==> config.mk <==
export PLATFORM = sky130hd
export DESIGN_NAME = r_arbiter_flat
export DESIGN_NICKNAME = d
export VERILOG_FILES = /design/src/rtl/r_arbiter_if.sv /design/src/rtl/r_arbiter.sv /design/src/flat_wrapper.sv
export SDC_FILE = /design/constraint.sdc
export NUM_CORES = 1
export LEC_CHECK = 0
export ABC_AREA = 1
export BUFFER_PORTS_ARGS = -buffer_cell sky130_fd_sc_hd__buf_2
export CAP_MARGIN = 25
export CORE_AREA = 2 2 73 75
export CTS_BUF_LIST = sky130_fd_sc_hd__clkbuf_4
export DETAILED_ROUTE_END_ITERATION = 12
export DIE_AREA = 0 0 75 77
export PLACE_DENSITY_LB_ADDON = 0.05
export SETUP_SLACK_MARGIN = 0.3
export SYNTH_ARGS = -nofsm -noshare
export SYNTH_HDL_FRONTEND = slang
export SYNTH_SLANG_ARGS = --single-unit
==> constraint.sdc <==
create_clock -name clk -period 3.2 [get_ports clk]
set_clock_uncertainty 0.1 [all_clocks]
set_input_delay 0.96 -clock clk [delete_from_list [all_inputs] [get_ports clk]]
set_output_delay 0.96 -clock clk [all_outputs]
set_load 0.005 [all_outputs]
==> src/rtl/r_arbiter_if.sv <==
// R-channel bundle between the three read sources, the arbiter and the R decoder.
// ARB_TIMEOUT exists only when R_ARB_WATCHDOG_EN is defined.
interface r_arbiter_if #(
  parameter int ID_BITS   = 8,
  parameter int DATA_BITS = 32
);
  // Handshake: a beat moves on a rising clk edge where the granted RVALID_Sx and RREADY_Sx are both 1; a source holds its beat stable until then.
  logic [ID_BITS-1:0]   RID_S0, RID_S1, RID_S2;
  logic [DATA_BITS-1:0] RDATA_S0, RDATA_S1, RDATA_S2;
  logic [1:0]           RRESP_S0, RRESP_S1, RRESP_S2;
  logic                 RLAST_S0, RLAST_S1, RLAST_S2;
  logic                 RVALID_S0, RVALID_S1, RVALID_S2;
  logic                 RREADY_S0, RREADY_S1, RREADY_S2;

  logic [1:0]           SlaveID;
  logic [ID_BITS-1:0]   RID;
  logic [DATA_BITS-1:0] RDATA;
  logic [1:0]           RRESP;
  logic                 RLAST;
  logic                 RVALID;
`ifdef R_ARB_WATCHDOG_EN
  logic                 ARB_TIMEOUT;
`endif

  modport slave (
    input  RID_S0, RID_S1, RID_S2, RDATA_S0, RDATA_S1, RDATA_S2,
    input  RRESP_S0, RRESP_S1, RRESP_S2, RLAST_S0, RLAST_S1, RLAST_S2,
    input  RVALID_S0, RVALID_S1, RVALID_S2, RREADY_S0, RREADY_S1, RREADY_S2,
    output SlaveID, RID, RDATA, RRESP, RLAST, RVALID
`ifdef R_ARB_WATCHDOG_EN
    , output ARB_TIMEOUT
`endif
  );

  modport master (
    output RID_S0, RID_S1, RID_S2, RDATA_S0, RDATA_S1, RDATA_S2,
    output RRESP_S0, RRESP_S1, RRESP_S2, RLAST_S0, RLAST_S1, RLAST_S2,
    output RVALID_S0, RVALID_S1, RVALID_S2, RREADY_S0, RREADY_S1, RREADY_S2,
    input  SlaveID, RID, RDATA, RRESP, RLAST, RVALID
`ifdef R_ARB_WATCHDOG_EN
    , input ARB_TIMEOUT
`endif
  );
endinterface

==> src/rtl/r_arbiter.sv <==
// R-channel arbiter: locks onto S0/S1/S2 for a whole burst, round-robin between bursts.
// Define R_ARB_WATCHDOG_EN to add the stall watchdog and its ARB_TIMEOUT pulse.
module r_arbiter #(
  parameter int ID_BITS        = 8,
  parameter int DATA_BITS      = 32,
  parameter int TIMEOUT_CYCLES = 256
) (
  input  logic       clk,
  input  logic       rst,
  r_arbiter_if.slave bus,
  output logic       dbg_busy,
  output logic [1:0] dbg_rr_ptr
);
  typedef enum logic {IDLE, BUSY} state_t;
  localparam logic [1:0] NONE = 2'd3;

  if (TIMEOUT_CYCLES < 2) begin : g_bad_timeout
    $error("TIMEOUT_CYCLES must be at least 2");
  end

  state_t               state, state_d;
  logic [1:0]           grant, grant_d, rr_ptr, rr_ptr_d, pick;
  logic                 found, fire, done, timeout;
  logic                 g_valid, g_ready, g_last;
  logic [ID_BITS-1:0]   g_id;
  logic [DATA_BITS-1:0] g_data;
  logic [1:0]           g_resp;
  logic [3:0]           valid_v;

  function automatic logic [1:0] inc3(input logic [1:0] x);
    return (x == 2'd2) ? 2'd0 : x + 2'd1;
  endfunction

  assign valid_v = {1'b0, bus.RVALID_S2, bus.RVALID_S1, bus.RVALID_S0};

  // grant is NONE whenever the FSM is IDLE, so the mux alone keeps the outputs at zero there
  always_comb begin
    g_valid = 1'b0;
    g_ready = 1'b0;
    g_last  = 1'b0;
    g_id    = '0;
    g_data  = '0;
    g_resp  = '0;
    case (grant)
      2'd0: begin
        g_valid = bus.RVALID_S0; g_ready = bus.RREADY_S0; g_last = bus.RLAST_S0;
        g_id    = bus.RID_S0;    g_data  = bus.RDATA_S0;  g_resp = bus.RRESP_S0;
      end
      2'd1: begin
        g_valid = bus.RVALID_S1; g_ready = bus.RREADY_S1; g_last = bus.RLAST_S1;
        g_id    = bus.RID_S1;    g_data  = bus.RDATA_S1;  g_resp = bus.RRESP_S1;
      end
      2'd2: begin
        g_valid = bus.RVALID_S2; g_ready = bus.RREADY_S2; g_last = bus.RLAST_S2;
        g_id    = bus.RID_S2;    g_data  = bus.RDATA_S2;  g_resp = bus.RRESP_S2;
      end
      default: ;
    endcase
  end

  assign fire = g_valid & g_ready;
  assign done = (fire & g_last) | timeout;

  // Round-robin search starting at rr_ptr
  always_comb begin
    logic [1:0] cand;
    found = 1'b0;
    pick  = rr_ptr;
    cand  = rr_ptr;
    for (int k = 0; k < 3; k++) begin
      if (!found && valid_v[cand]) begin
        found = 1'b1;
        pick  = cand;
      end
      cand = inc3(cand);
    end
  end

  always_comb begin
    state_d  = state;
    grant_d  = grant;
    rr_ptr_d = rr_ptr;
    case (state)
      IDLE: if (found) begin
        state_d = BUSY;
        grant_d = pick;
      end
      BUSY: if (done) begin
        state_d  = IDLE;
        grant_d  = NONE;
        rr_ptr_d = inc3(grant);
      end
      default: ;
    endcase
  end

  always_ff @(posedge clk or negedge rst) begin
    if (!rst) begin
      state  <= IDLE;
      grant  <= NONE;
      rr_ptr <= 2'd0;
    end else begin
      state  <= state_d;
      grant  <= grant_d;
      rr_ptr <= rr_ptr_d;
    end
  end

`ifdef R_ARB_WATCHDOG_EN
  localparam int CNT_W = $clog2(TIMEOUT_CYCLES + 1);
  logic [CNT_W-1:0] wd_cnt;

  assign timeout = (state == BUSY) && !fire && (wd_cnt == CNT_W'(TIMEOUT_CYCLES - 1));

  always_ff @(posedge clk or negedge rst) begin
    if (!rst) begin
      wd_cnt <= '0;
    end else if (state != BUSY || fire || timeout) begin
      wd_cnt <= '0;
    end else begin
      wd_cnt <= wd_cnt + CNT_W'(1);
    end
  end

  assign bus.ARB_TIMEOUT = timeout;
`else
  assign timeout = 1'b0;
`endif

  assign bus.SlaveID = grant;
  assign bus.RID     = g_id;
  assign bus.RDATA   = g_data;
  assign bus.RRESP   = g_resp;
  assign bus.RLAST   = g_last;
  assign bus.RVALID  = g_valid;

  assign dbg_busy   = (state == BUSY);
  assign dbg_rr_ptr = rr_ptr;
endmodule
==> src/flat_wrapper.sv <==
// flat-port wrapper written by rule: the top's interface ports become plain ports
module r_arbiter_flat 
#(
  parameter int ID_BITS        = 8,
  parameter int DATA_BITS      = 32,
  parameter int TIMEOUT_CYCLES = 256
)
  (clk, rst, dbg_busy, dbg_rr_ptr, bus_RID_S0, bus_RID_S1, bus_RID_S2, bus_RDATA_S0, bus_RDATA_S1, bus_RDATA_S2, bus_RRESP_S0, bus_RRESP_S1, bus_RRESP_S2, bus_RLAST_S0, bus_RLAST_S1, bus_RLAST_S2, bus_RVALID_S0, bus_RVALID_S1, bus_RVALID_S2, bus_RREADY_S0, bus_RREADY_S1, bus_RREADY_S2, bus_SlaveID, bus_RID, bus_RDATA, bus_RRESP, bus_RLAST, bus_RVALID);
  r_arbiter_if #(.ID_BITS(ID_BITS), .DATA_BITS(DATA_BITS)) bus_i ();
  input  logic clk;
  input  logic rst;
  output logic dbg_busy;
  output logic [1:0] dbg_rr_ptr;
  input wire logic [$bits(bus_i.RID_S0)-1:0] bus_RID_S0;
  input wire logic [$bits(bus_i.RID_S1)-1:0] bus_RID_S1;
  input wire logic [$bits(bus_i.RID_S2)-1:0] bus_RID_S2;
  input wire logic [$bits(bus_i.RDATA_S0)-1:0] bus_RDATA_S0;
  input wire logic [$bits(bus_i.RDATA_S1)-1:0] bus_RDATA_S1;
  input wire logic [$bits(bus_i.RDATA_S2)-1:0] bus_RDATA_S2;
  input wire logic [$bits(bus_i.RRESP_S0)-1:0] bus_RRESP_S0;
  input wire logic [$bits(bus_i.RRESP_S1)-1:0] bus_RRESP_S1;
  input wire logic [$bits(bus_i.RRESP_S2)-1:0] bus_RRESP_S2;
  input wire logic [$bits(bus_i.RLAST_S0)-1:0] bus_RLAST_S0;
  input wire logic [$bits(bus_i.RLAST_S1)-1:0] bus_RLAST_S1;
  input wire logic [$bits(bus_i.RLAST_S2)-1:0] bus_RLAST_S2;
  input wire logic [$bits(bus_i.RVALID_S0)-1:0] bus_RVALID_S0;
  input wire logic [$bits(bus_i.RVALID_S1)-1:0] bus_RVALID_S1;
  input wire logic [$bits(bus_i.RVALID_S2)-1:0] bus_RVALID_S2;
  input wire logic [$bits(bus_i.RREADY_S0)-1:0] bus_RREADY_S0;
  input wire logic [$bits(bus_i.RREADY_S1)-1:0] bus_RREADY_S1;
  input wire logic [$bits(bus_i.RREADY_S2)-1:0] bus_RREADY_S2;
  output wire logic [$bits(bus_i.SlaveID)-1:0] bus_SlaveID;
  output wire logic [$bits(bus_i.RID)-1:0] bus_RID;
  output wire logic [$bits(bus_i.RDATA)-1:0] bus_RDATA;
  output wire logic [$bits(bus_i.RRESP)-1:0] bus_RRESP;
  output wire logic [$bits(bus_i.RLAST)-1:0] bus_RLAST;
  output wire logic [$bits(bus_i.RVALID)-1:0] bus_RVALID;
  assign bus_i.RID_S0 = bus_RID_S0;
  assign bus_i.RID_S1 = bus_RID_S1;
  assign bus_i.RID_S2 = bus_RID_S2;
  assign bus_i.RDATA_S0 = bus_RDATA_S0;
  assign bus_i.RDATA_S1 = bus_RDATA_S1;
  assign bus_i.RDATA_S2 = bus_RDATA_S2;
  assign bus_i.RRESP_S0 = bus_RRESP_S0;
  assign bus_i.RRESP_S1 = bus_RRESP_S1;
  assign bus_i.RRESP_S2 = bus_RRESP_S2;
  assign bus_i.RLAST_S0 = bus_RLAST_S0;
  assign bus_i.RLAST_S1 = bus_RLAST_S1;
  assign bus_i.RLAST_S2 = bus_RLAST_S2;
  assign bus_i.RVALID_S0 = bus_RVALID_S0;
  assign bus_i.RVALID_S1 = bus_RVALID_S1;
  assign bus_i.RVALID_S2 = bus_RVALID_S2;
  assign bus_i.RREADY_S0 = bus_RREADY_S0;
  assign bus_i.RREADY_S1 = bus_RREADY_S1;
  assign bus_i.RREADY_S2 = bus_RREADY_S2;
  assign bus_SlaveID = bus_i.SlaveID;
  assign bus_RID = bus_i.RID;
  assign bus_RDATA = bus_i.RDATA;
  assign bus_RRESP = bus_i.RRESP;
  assign bus_RLAST = bus_i.RLAST;
  assign bus_RVALID = bus_i.RVALID;
  r_arbiter #(.ID_BITS(ID_BITS), .DATA_BITS(DATA_BITS), .TIMEOUT_CYCLES(TIMEOUT_CYCLES)) u_core (.clk(clk), .rst(rst), .bus(bus_i), .dbg_busy(dbg_busy), .dbg_rr_ptr(dbg_rr_ptr));
endmodule
==> results.cfg <==
[die]
rows = 26
die_h_um = 77
fp.dieW_um = 75
core_um2 = 4977
fp.dieArea_um2 = 5775
ios = 186
initial_utilization = 0.2441

[global_routing]
grt_max_degree = 31
grt.met2_usage = 0.3605
antenna_found_initial = 1
grt-ovfl-total = 0
grt_first_pass_wirelength_um = 9570
met3_usage = 0.02891
grt_pass1_vias = 2083
grt-busiest-layer = met2
grt_use_met1 = 0.2590
grt_usage = 0.2063

[logic_synthesis]
synthCells = 263
ys_types = 18
synthesis.nets = 400
avgSynthCellArea_um2 = 4.619
yosysSeqAreaShare = 0.1050
ys_ff_latch = 5
yosys_warnings = 0
syn_area_um2 = 1215

[worst_setup_path]
reg2reg_depth = 13
worstPathRequired_ns = 2.14
arrival_ns = 1.66
startpoint_type = flop
path_max_fanout = 13
critPathCaptureType = primary output
path_class = reg2out

[route]
vias_per_cell = 4.298
drt_wl_total_um = 6117
drt_iter0_markers = 91
wl_per_cell_um = 11.67
drtAntennaViolNets = 0
dr.pass1.iters = 4
vias = 2252
drc_errors = 0

[sta]
drv_slew = 0
clock.fmax_mhz = 368.3
hold_violations = 0
period_share = 0.8485
fin_crit_ns = 2.715
fin_setup_tns_ns = 0
finalSetupViolCount = 0
worstMarginPinSlew_ns = 0.2955
slew-limit-headroom = 0.8025
rsz0062_at_grt = false

[cts]
clk_pin_slew_worst_paths_ns = 0.05
cts_resized = 0
cts_buffer_depth = 2
root_buffer = clkbuf_4
htree_levels = 1
numClockSinks = 5
cts_tree = built
clk_latency_ns = 0.25
cts_made_buffers = 3

[placed_design]
gp_congestion = 0.8651
dp_hpwl_um = 5138
port_buffers = 185

[layout]
drive_above_1_share = 0.4801
fin_util = 0.4749
fillers = 579
final_nets = 590
areaGrowthSynthToFinish_pct = 94.54

[status]
outcome = completed

[worst_hold_path]
hp-class = in2async

[pwr]
vdd_drop_max_v = 0.0002477
leakagePower_nw = 1.465
sw_frac_of_total = 0.5174
pwr_density_cell_nw_per_um2 = 800.4
power.switching_mw = 0.9788
power_frac_seq = 0.087
pwr-share-clk = 0.046
comb_power_share = 0.867
internal_power_mw = 0.9131

[flow_run]
cap_violations = 0
[cell usage in the layout (no fill, tap or decap)]
master       n
diode_2      2
nand2_1    160
nor2_1       6
o2111ai_1    1
o21a_1       1
clkbuf_4     4
o211ai_2     1
nand2_2      3
nor2_4       3
buf_4        8
nand3_2      1
nand3_1     52
clkinv_1     1
inv_2        5
dfstp_2      2
buf_2      185
inv_1        9
buf_12       4
nor2_2       1
a21oi_1      1
o21ai_1      1
dfrtp_1      3
[cell type report]
cell class	instances	area (um2)	area share
flip-flops and latches	5	127.6	0.05400
clock buffers	4	30.03	0.01271
diodes	2	5.005	0.002118
multi-input cells	231	991.0	0.4193
well taps	70	87.58	0.03706
inverters	15	56.30	0.02382
repair buffers	197	1066	0.4510
[path summary, 6_finish.rpt]
kind | start | end | slack [ns]
worst max-delay path | u_core.bus.SlaveID[1] | bus_RID[1] | 0.48
worst min-delay path | rst | u_core.dbg_busy | 0.42
worst max register to register | u_core.bus.SlaveID[1] | u_core.bus.SlaveID[1] | 1.36
worst min register to register | u_core.dbg_busy | u_core.dbg_busy | 0.42
max in group asynchronous | rst | u_core.bus.SlaveID[0] | 2.38
min in group clk | u_core.dbg_busy | u_core.dbg_busy | 0.42
[state kept, by name, indices dropped and copies added (netlist names)]
name and flops:
u_core.bus.SlaveID 2, u_core.dbg_rr_ptr 2, u_core.dbg_busy 1
[metrics by stage]
step | cells | area, um2 | power [mW] | setup WS (ns) | hold WS, ns
CTS | 516 | 2288 | 1.821 | 0.3123 | 0.4157
global placement | 512 | 2258 | 1.729 | 0.6141 | 0.3943
floorplan | 263 | 1215 | 1.015 | 0.9031 | 0.3983
finish | 524 | 2364 | 1.892 | 0.4847 | 0.4151
global route | 523 | 2361 | 2.130 | 0.3604 | 0.4079
detailed placement | 512 | 2258 | 1.726 | 0.5869 | 0.4059
[worst max-delay path, cell delays in order (launching register included)]
cell and delay (ns):
dfstp_2 0.61, inv_2 0.06, nor2_4 0.13, buf_12 0.14
buf_4 0.19, nand2_1 0.06, nand3_1 0.07, buf_2 0.12
[metal layers]
| metal | share of wire | vias to the layer above |
|---|---|---|
| met2 | 0.51 | 88 |
| met1 | 0.42 | 947 |
| met4 | 0.019 | 0 |
| met5 | 0 | - |
| met3 | 0.058 | 9 |
| li1 | - | 1208 |
[what timing repair did]
item	4_1_cts	5_1_grt
setup buffers	0	6
endpoints found under the setup margin	0	40
hold buffers	0	0
[cells by family (layout without fill, tap and decap cells)]
| logic type | after synthesis | count (layout) | synth area share |
|---|---|---|---|
| compound gates | 5 | 5 | 0.03192 |
| flops | 5 | 5 | 0.1050 |
| simple gates | 226 | 226 | 0.7796 |
| buf+inv | 27 | 216 | 0.08341 |
| other cells | 0 | 2 | 0 |
[synthesized netlist by cell type]
| library cell | number | area, um2 |
|---|---|---|
| nand2_1 | 160 | 600.6 |
| nand3_1 | 52 | 260.3 |
| clkbuf_1 | 12 | 45.04 |
| inv_1 | 9 | 33.78 |
| nor2_1 | 6 | 22.52 |
| inv_2 | 5 | 18.77 |
| dfrtp_1 | 3 | 75.07 |
| nand2_2 | 3 | 18.77 |
| dfstp_2 | 2 | 52.55 |
| nor2_2 | 2 | 12.51 |
| nor2_4 | 2 | 22.52 |
| a21oi_1 | 1 | 5.000 |
| clkinv_1 | 1 | 3.750 |
| nand3_2 | 1 | 10.01 |
| o2111ai_1 | 1 | 8.760 |
| o211ai_2 | 1 | 12.51 |
| o21a_1 | 1 | 7.510 |
| o21ai_1 | 1 | 5.000 |
[power by group through the flow]
stage                     clock network, mW  registers, mW  logic, mW
after global routing                 0.0959          0.173       1.86
after detailed placement                  0          0.166       1.56
after floorplan                           0          0.156      0.859
final                                0.0865          0.165       1.64
after global placement                    0          0.165       1.56
after CTS                            0.0872          0.165       1.57
Note: power is estimated with default switching activity, not from simulation.
